$ cat src/rtl/hc165_reader_if.sv
// hc165_reader_if: groups the scan control, the 74HC165 serial pins and the
// parallel result of hc165_reader into one bundle.
//   master : the reader (drives LOAD_N/SCLK and the result, receives en/start/QH)
//   slave  : the surrounding logic and board pins (drives en/start/QH)
interface hc165_reader_if #(
  parameter int WIDTH = 16
);
  logic             en;        // enable automatic periodic scans
  logic             start;     // single-cycle scan request
  logic             QH;        // serial data from the last 74HC165
  logic             LOAD_N;    // 74HC165 SH/LD_N, low = parallel load
  logic             SCLK;      // 74HC165 shift clock
  logic [WIDTH-1:0] data;      // last completed scan, MSB shifted out first
  logic             data_vld;  // one-cycle pulse when data updates
  logic             changed;   // with data_vld: new word differs from previous
  logic             busy;      // scan in progress

  modport master (
    input  en, start, QH,
    output LOAD_N, SCLK, data, data_vld, changed, busy
  );

  modport slave (
    output en, start, QH,
    input  LOAD_N, SCLK, data, data_vld, changed, busy
  );
endinterface

$ cat src/rtl/hc165_reader.sv
// hc165_reader: periodic / on-demand reader of a 74HC165 PISO chain.
// Latency: scan start to data_vld = 2*CLK_DIV + 2*CLK_DIV*WIDTH + 1 clk cycles.
// Backpressure: none; start or timer ticks arriving while busy are dropped.
// Ports:
//   clk, reset_n : system clock, asynchronous active-low reset
//   bus (master) : en/start/QH in; LOAD_N/SCLK/data/data_vld/changed/busy out
module hc165_reader #(
  parameter int WIDTH       = 16,
  parameter int CLK_DIV     = 25,
  parameter int SCAN_PERIOD = 50000
) (
  input  logic            clk,
  input  logic            reset_n,
  hc165_reader_if.master  bus
);

  localparam int CW = $clog2(CLK_DIV);
  localparam int BW = $clog2(WIDTH);
  localparam int TW = $clog2(SCAN_PERIOD + 1);

  localparam logic [CW-1:0] DIV_LAST   = CW'(CLK_DIV - 1);
  localparam logic [BW-1:0] BIT_FIRST  = BW'(WIDTH - 1);
  localparam logic [TW-1:0] TIMER_LAST = TW'(SCAN_PERIOD - 1);

  typedef enum logic [1:0] {
    IDLE,
    LOAD,
    SHIFT,
    DONE
  } state_t;

  state_t           state, state_nxt;
  logic [CW-1:0]    div_cnt, div_cnt_nxt;
  logic             phase, phase_nxt;     // 0: first half-phase, 1: second
  logic [BW-1:0]    bit_idx, bit_idx_nxt;
  logic [WIDTH-1:0] shreg;
  logic [TW-1:0]    timer;
  logic             qh_meta, qh_sync;

  logic             load_n_q, sclk_q, vld_q, changed_q, busy_q;
  logic [WIDTH-1:0] data_q;

  logic             tick;
  logic             div_end;
  logic             sample;

  // QH is driven from off-chip, asynchronous to clk.
  always_ff @(posedge clk or negedge reset_n) begin
    if (!reset_n) begin
      qh_meta <= 1'b0;
      qh_sync <= 1'b0;
    end else begin
      qh_meta <= bus.QH;
      qh_sync <= qh_meta;
    end
  end

  // Scan timer: wraps every SCAN_PERIOD cycles while enabled, parked at 0 otherwise.
  assign tick = bus.en && (timer == TIMER_LAST);

  always_ff @(posedge clk or negedge reset_n) begin
    if (!reset_n) begin
      timer <= '0;
    end else if (!bus.en || tick) begin
      timer <= '0;
    end else begin
      timer <= timer + TW'(1);
    end
  end

  assign div_end = (div_cnt == DIV_LAST);
  // Last cycle of the SCLK-low half: QH has been stable for a full half-phase.
  assign sample  = (state == SHIFT) && !phase && div_end;

  always_ff @(posedge clk or negedge reset_n) begin
    if (!reset_n) begin
      state   <= IDLE;
      div_cnt <= '0;
      phase   <= 1'b0;
      bit_idx <= '0;
    end else begin
      state   <= state_nxt;
      div_cnt <= div_cnt_nxt;
      phase   <= phase_nxt;
      bit_idx <= bit_idx_nxt;
    end
  end

  always_comb begin
    state_nxt   = state;
    div_cnt_nxt = div_cnt;
    phase_nxt   = phase;
    bit_idx_nxt = bit_idx;

    case (state)
      IDLE: begin
        // start and tick together still give a single scan.
        if (bus.start || tick) begin
          state_nxt   = LOAD;
          div_cnt_nxt = '0;
          phase_nxt   = 1'b0;
        end
      end

      // phase 0: LOAD_N low (parallel load), phase 1: LOAD_N high (settle)
      LOAD: begin
        if (div_end) begin
          div_cnt_nxt = '0;
          if (!phase) begin
            phase_nxt = 1'b1;
          end else begin
            state_nxt   = SHIFT;
            phase_nxt   = 1'b0;
            bit_idx_nxt = BIT_FIRST;
          end
        end else begin
          div_cnt_nxt = div_cnt + CW'(1);
        end
      end

      // phase 0: SCLK low (sample at end), phase 1: SCLK high (chain advances)
      SHIFT: begin
        if (div_end) begin
          div_cnt_nxt = '0;
          if (!phase) begin
            phase_nxt = 1'b1;
          end else begin
            phase_nxt = 1'b0;
            if (bit_idx == '0) begin
              state_nxt = DONE;
            end else begin
              bit_idx_nxt = bit_idx - BW'(1);
            end
          end
        end else begin
          div_cnt_nxt = div_cnt + CW'(1);
        end
      end

      DONE: begin
        state_nxt = IDLE;
        phase_nxt = 1'b0;
      end

      default: begin
        state_nxt = IDLE;
      end
    endcase
  end

  always_ff @(posedge clk or negedge reset_n) begin
    if (!reset_n) begin
      shreg <= '0;
    end else if (sample) begin
      shreg[bit_idx] <= qh_sync;
    end
  end

  // Outputs are registered from the next-state decode so the board pins come
  // straight from flops and line up exactly with the state they belong to.
  always_ff @(posedge clk or negedge reset_n) begin
    if (!reset_n) begin
      load_n_q  <= 1'b1;
      sclk_q    <= 1'b0;
      busy_q    <= 1'b0;
      vld_q     <= 1'b0;
      changed_q <= 1'b0;
      data_q    <= '0;
    end else begin
      load_n_q <= !((state_nxt == LOAD) && !phase_nxt);
      sclk_q   <= (state_nxt == SHIFT) && phase_nxt;
      busy_q   <= (state_nxt != IDLE);
      vld_q    <= (state_nxt == DONE);
      // Publish on entry to DONE so data/changed are valid with data_vld.
      if ((state == SHIFT) && (state_nxt == DONE)) begin
        data_q    <= shreg;
        changed_q <= (shreg != data_q);
      end
    end
  end

  assign bus.LOAD_N   = load_n_q;
  assign bus.SCLK     = sclk_q;
  assign bus.busy     = busy_q;
  assign bus.data_vld = vld_q;
  assign bus.changed  = changed_q;
  assign bus.data     = data_q;

endmodule

$ cat src/flat_wrapper.sv
// flat-port wrapper written by rule: the top's interface ports become plain ports
module hc165_reader_flat 
#(
  parameter int WIDTH       = 16,
  parameter int CLK_DIV     = 25,
  parameter int SCAN_PERIOD = 50000
)
  (clk, reset_n, bus_en, bus_start, bus_QH, bus_LOAD_N, bus_SCLK, bus_data, bus_data_vld, bus_changed, bus_busy);
  hc165_reader_if #(.WIDTH(WIDTH)) bus_i ();
  input  logic clk;
  input  logic reset_n;
  input wire logic [$bits(bus_i.en)-1:0] bus_en;
  input wire logic [$bits(bus_i.start)-1:0] bus_start;
  input wire logic [$bits(bus_i.QH)-1:0] bus_QH;
  output wire logic [$bits(bus_i.LOAD_N)-1:0] bus_LOAD_N;
  output wire logic [$bits(bus_i.SCLK)-1:0] bus_SCLK;
  output wire logic [$bits(bus_i.data)-1:0] bus_data;
  output wire logic [$bits(bus_i.data_vld)-1:0] bus_data_vld;
  output wire logic [$bits(bus_i.changed)-1:0] bus_changed;
  output wire logic [$bits(bus_i.busy)-1:0] bus_busy;
  assign bus_i.en = bus_en;
  assign bus_i.start = bus_start;
  assign bus_i.QH = bus_QH;
  assign bus_LOAD_N = bus_i.LOAD_N;
  assign bus_SCLK = bus_i.SCLK;
  assign bus_data = bus_i.data;
  assign bus_data_vld = bus_i.data_vld;
  assign bus_changed = bus_i.changed;
  assign bus_busy = bus_i.busy;
  hc165_reader #(.WIDTH(WIDTH), .CLK_DIV(CLK_DIV), .SCAN_PERIOD(SCAN_PERIOD)) u_core (.clk(clk), .reset_n(reset_n), .bus(bus_i));
endmodule
$ cat config.mk
export PLATFORM = sky130hd
export DESIGN_NAME = hc165_reader_flat
export DESIGN_NICKNAME = d
export VERILOG_FILES = /design/src/rtl/hc165_reader_if.sv /design/src/rtl/hc165_reader.sv /design/src/flat_wrapper.sv
export SDC_FILE = /design/constraint.sdc
export NUM_CORES = 1
export LEC_CHECK = 0
export ABC_AREA = 1
export BUFFER_PORTS_ARGS = -buffer_cell sky130_fd_sc_hd__buf_2
export CAP_MARGIN = 20
export CORE_MARGIN = 10
export CORE_UTILIZATION = 60
export CTS_CLUSTER_SIZE = 12
export DETAILED_ROUTE_END_ITERATION = 10
export PLACE_DENSITY = 0.79
export SLEW_MARGIN = 0
export SYNTH_ARGS = -nofsm -noshare
export SYNTH_HDL_FRONTEND = slang
export SYNTH_SLANG_ARGS = --single-unit
$ cat constraint.sdc
create_clock -name clk -period 5.85 [get_ports clk]
set_clock_uncertainty 0.2 [all_clocks]
set_input_delay 0.8775 -clock clk [delete_from_list [all_inputs] [get_ports clk]]
set_output_delay 0.8775 -clock clk [all_outputs]
set_load 0.005 [all_outputs]
# After elaboration in Yosys (flattened, before gate mapping)
# Index checks and enable logic that the tools add are counted.
# totals
reg_bits	67
inputBits	5
out_inout_bits	21
elab_cells	79
# classes
add_sub_neg	3
magnitude_cmp	2
eq_ne	15
muxes	24
n_reduce_logical	21
# ops
cell	n
two-way mux 4 bit	5
adder 16 x 1 -> 16 bit (second input constant)	1
bitwise mux 16 bit	1
equality test 16 bit (second input constant)	1
two-way mux 16 bit	1
!= test 16 bit	1
two-way mux 2 bit	6
two-way mux 5 bit	2
!= test 2 x 1 -> 1 bit (second input constant)	5
case mux 5 bit (2 select lines)	1
equality test 2 bit (second input constant)	4
case mux 2 bit (4 select lines)	1
case mux 4 bit (2 select lines)	1
logical AND 1 bit	7
AND reduction 6 bit	1
nonzero test 2 bit	3
adder 5 x 1 -> 5 bit (second input constant)	1
equality test 5 bit (second input constant)	1
< comparator 4 x 5 -> 1 bit (second input constant)	1
demux 1 bit (select 4 bit)	1
equality test 2 x 1 -> 1 bit (second input constant)	2
greater-or-equal comparator 4 x 1 -> 1 bit (second input constant)	1
zero test 1 bit	4
zero test 4 bit	1
8 further kinds	12

# Logic depth before layout (Yosys ltp)
# logic_depth
ltp_word	8
depth_mapped	15
mapped_depth_nobuf	14

# Worst setup path after synthesis
# No wires, ideal clock.
# synth_path
path_kind	flip-flop to flip-flop
from	register u_core.bit_idx[0]
to	register u_core.data_q[10] (netlist: u_core.bus.data[10])
setup_time_ns	0.117
arrival_time_ns	1.640
required_time_ns	5.533
setup_slack_ns	3.893
path_stages_with_launch	15
n_path_buf	1
synth_period_minus_slack_ns	1.957
path_cell_list	dfrtp_1 inv_1 ha_1 inv_1 nor2_1 nand3_1 nand2_1 nand2_1 nand2_1 nand2_2 inv_2 nand3_4 buf_6 nand2_1 nand2_1
# synth_between
elab_chain_len	7
# synth_lines
element	line	text
start: declaration	hc165_reader.sv:35	logic [BW-1:0] bit_idx, bit_idx_nxt;
start signal: assignment	hc165_reader.sv:85	bit_idx <= bit_idx_nxt;
zero test 4 bit	hc165_reader.sv:129	if (bit_idx == '0) begin
two-way mux 2 bit	hc165_reader.sv:129	
two-way mux 2 bit	hc165_reader.sv:125	if (!phase) begin
two-way mux 2 bit	hc165_reader.sv:123	if (div_end) begin
case mux 2 bit (4 select lines)	hc165_reader.sv:95	case (state)
equality test 2 bit	hc165_reader.sv:175	if ((state == SHIFT) && (state_nxt == DONE)) begin
logical AND 1 bit	hc165_reader.sv:175	
end signal: assignment	hc165_reader.sv:176	data_q <= shreg;
end: declaration	hc165_reader.sv:41	logic [WIDTH-1:0] data_q;
# No other way between the ends.
# A chain may end at the register's enable or synchronous reset.

# Worst setup path in the final report
# layout_path
from	register u_core.state[0]
to	register u_core.data_q[14] (netlist: u_core.bus.data[14])
# layout_between
elab_chain_len	6
elab_cells_between_ends	13
cone_classes	eq/ne: 4; mux: 7; reduce/logical: 2
# layout_lines
element	line	text
start: declaration	hc165_reader.sv:32	state_t state, state_nxt;
start signal: assignment	hc165_reader.sv:82	state <= state_nxt;
two-way mux 2 bit	hc165_reader.sv:129	
two-way mux 2 bit	hc165_reader.sv:125	
two-way mux 2 bit	hc165_reader.sv:123	
case mux 2 bit (4 select lines)	hc165_reader.sv:95	
equality test 2 bit	hc165_reader.sv:175	
logical AND 1 bit *	hc165_reader.sv:175	
# Every way passes the cells marked *; elsewhere a longest branch is shown, timed or not.

==> reports/results.txt <==
Outcome: completed
Max Slew Vio Count: 0
First-pass GRT wire length: 12.5 mm
# clock sinks: 67
Synthesized area per cell: 8.53 um^2
Vias: 2760
Share of cells above drive strength 1: 14.4%
Initial Util: 62.2%
Setup WS pre-CTS: 3.11 ns
Clock slew at reported path FFs: 0.07 ns
Final min period: 2.75 ns
Total GRT Usage: 17.1%
Die Height: 95.8 um
Vias per cell: 5.42
Critical path peak fanout: 21
Number of iterations in the first detailed-routing pass: 4
WP data required: 5.89 ns
Area growth syn-to-layout: 9.70%
Period utilisation layout: 47.0%
H-tree depth: 3
Post-cts resize count: 0
Sequential element share of the synthesized area: 48.7%
DP Area: 3590 um^2
Reg2reg end: u_core.bus.data[14]
FF-to-FF setup slack: 3.10 ns
TritonCTS clock tree: built
Ys Warns: 0
Detailed Place HPWL: 5.09 mm
Unique masters post-synth: 30
Post-route cell area: 3780 um^2
Critical Path AT: 2.79 ns
Detailed Route WL: 7.07 mm
# port buffers: 25
Hold Path End: u_core.qh_sync
Final Hold Vio Count: 0
Die footprint: 9170 um^2
Initial antenna violation count: 0
CTS Buf Count: 9
Most frequent cells in the layout: nand2_1 (98), dfrtp_1 (66), nor2_1 (41)
Synthesized area: 3450 um^2
Min-delay src: u_core.qh_meta
GRT overflow: 0
CP Capture Type: flop
Core Region: 5540 um^2
Leak Pwr: 0.00187 uW
Ant diodes: 0
Max transition margin: 45.8%
Syn nets: 422
Maximum clock frequency: 364 MHz
Number of global-route vias before repair: 2702
M1 WL: 3.31 mm
Reg-to-Reg Start: u_core.state[0]
Most common cell after layout, fill and taps aside: nand2_1
Metal2 WL: 3.23 mm
Setup CP Type: flop to flop
Drt wl/cell: 13.9 um
I/O pin count: 26
Post-CTS Hold Buffers: 0
Antenna Nets Post-Route: 0
DR top layer: met4
# setup viols final: 0
DR WL met3: 382 um
PnR worst setup slack: 3.10 ns
Initial DRC Count: 150
Worst hold slack: 0.153 ns
Post-CTS setup repair buffer count: 0
# rows: 27
Root Driver: clkbuf_8
Crit path launch type: flop
CTS Buffer Depth: 2
Slew of the pin with the lowest slew margin: 0.813 ns
Largest net degree at the start of global routing: 68
Max cap viols: 0
Final Util: 68.2%
RD Place Congestion: 0.876
Hold depth: 0
Max rail drop VDD: 0.174 mV
Cell depth of the worst flop-to-flop path: 11
#FFs+latches synth: 67
Final #Nets: 450
Worst skew pair latency: 0.36 ns
Pwr dens: 282 nW/um^2
# DRC: 0
Final setup TNS: 0 ns
Chip width: 95.8 um
RSZ-0062 raised after global routing: false
HP Class: flop to flop
Post-Syn Instances: 404
through the flow:
stage                     std cells  power, uW
after floorplan                 404        646
after global placement          493        683
after detailed placement        493        691
after CTS                       509       1070
after global routing            509       1120
final                           509       1070
worst max-delay path by stage:
stage | from | endpoint | cells past startpoint
detailed placement | u_core.state[0] | u_core.bus.data[8] | 11
floorplan | u_core.bit_idx[0] | u_core.bus.data[10] | 14
global route | u_core.state[0] | u_core.bus.data[3] | 11
global placement | u_core.state[0] | u_core.bus.data[8] | 11
CTS | u_core.state[0] | u_core.bus.data[8] | 11
finish | u_core.state[0] | u_core.bus.data[14] | 11
synth_stat cells (all sizes together):
library cell / n / share of area, %
buf: 8 / 2.3
dfrtp: 66 / 48
dfstp: 1 / 0.76
ha: 13 / 4.7
nor4: 1 / 0.18
nand2: 104 / 12
nor3: 9 / 1.7
clkinv: 1 / 0.11
or2: 2 / 0.36
o21ai: 25 / 3.6
inv: 40 / 4.4
nor2: 42 / 4.8
nand4: 27 / 4.9
a21oi: 12 / 1.7
xnor2: 18 / 4.6
a31o: 1 / 0.25
xor2: 2 / 0.51
clkbuf: 1 / 0.11
nand3: 28 / 4.4
a31oi: 3 / 0.54
flip-flops by register name, indices dropped and copies added (netlist names):
signal,cells
u_core.bus.SCLK,1
u_core.state,2
u_core.bus.data_vld,1
u_core.bit_idx,4
u_core.bus.LOAD_N,1
u_core.bus.changed,1
u_core.div_cnt,5
u_core.timer,16
u_core.bus.data,16
u_core.phase,1
u_core.bus.busy,1
u_core.shreg,16
u_core.qh_sync,1
u_core.qh_meta,1
report_power, final:
part / switching (uW) / leakage [uW] / internal [uW] / total, uW
registers: 18.3 / 0.000918 / 489 / 507
logic: 123 / 0.000857 / 51.9 / 174
clock network: 178 / 0.0000991 / 206 / 384
total: 319 / 0.00187 / 747 / 1070
cell type report:
type / count / area (um^2)
clock inverters: 5 / 52.6
repair buffers: 26 / 133
fillers: 452 / 1760
well taps: 72 / 90.1
clock buffers: 11 / 141
inverters: 41 / 154
flip-flops and latches: 67 / 1680
multi-input cells: 287 / 1530
layer usage:
| layer | GRT usage (%) | vias to the layer above |
|---|---|---|
| li1 | - | 1378 |
| met1 | 22.1 | 1311 |
| met2 | 26.4 | 57 |
| met3 | 3.81 | 14 |
| met4 | 8.72 | 0 |
| met5 | 0 | - |
cell families after synthesis:
| kind of cell | Yosys count | share of synthesized area (%) |
|---|---|---|
| buf+inv | 50 | 6.86 |
| fa+ha+maj | 13 | 4.72 |
| xor+xnor | 20 | 5.08 |
| simple gates | 213 | 28.5 |
| compound gates | 41 | 6.17 |
| flops | 67 | 48.7 |
critical path, cell delays in order (launching register included):
cell     delay, ns
dfrtp_1       0.40
inv_1         0.17
ha_1          0.64
inv_1         0.21
nand2_1       0.12
nand2_1       0.05
nand2_1       0.08
nand2_2       0.07
inv_2         0.27
nand3_4       0.25
nand2_1       0.12
nand2_1       0.05
Note: power is estimated with default switching activity, not from simulation.
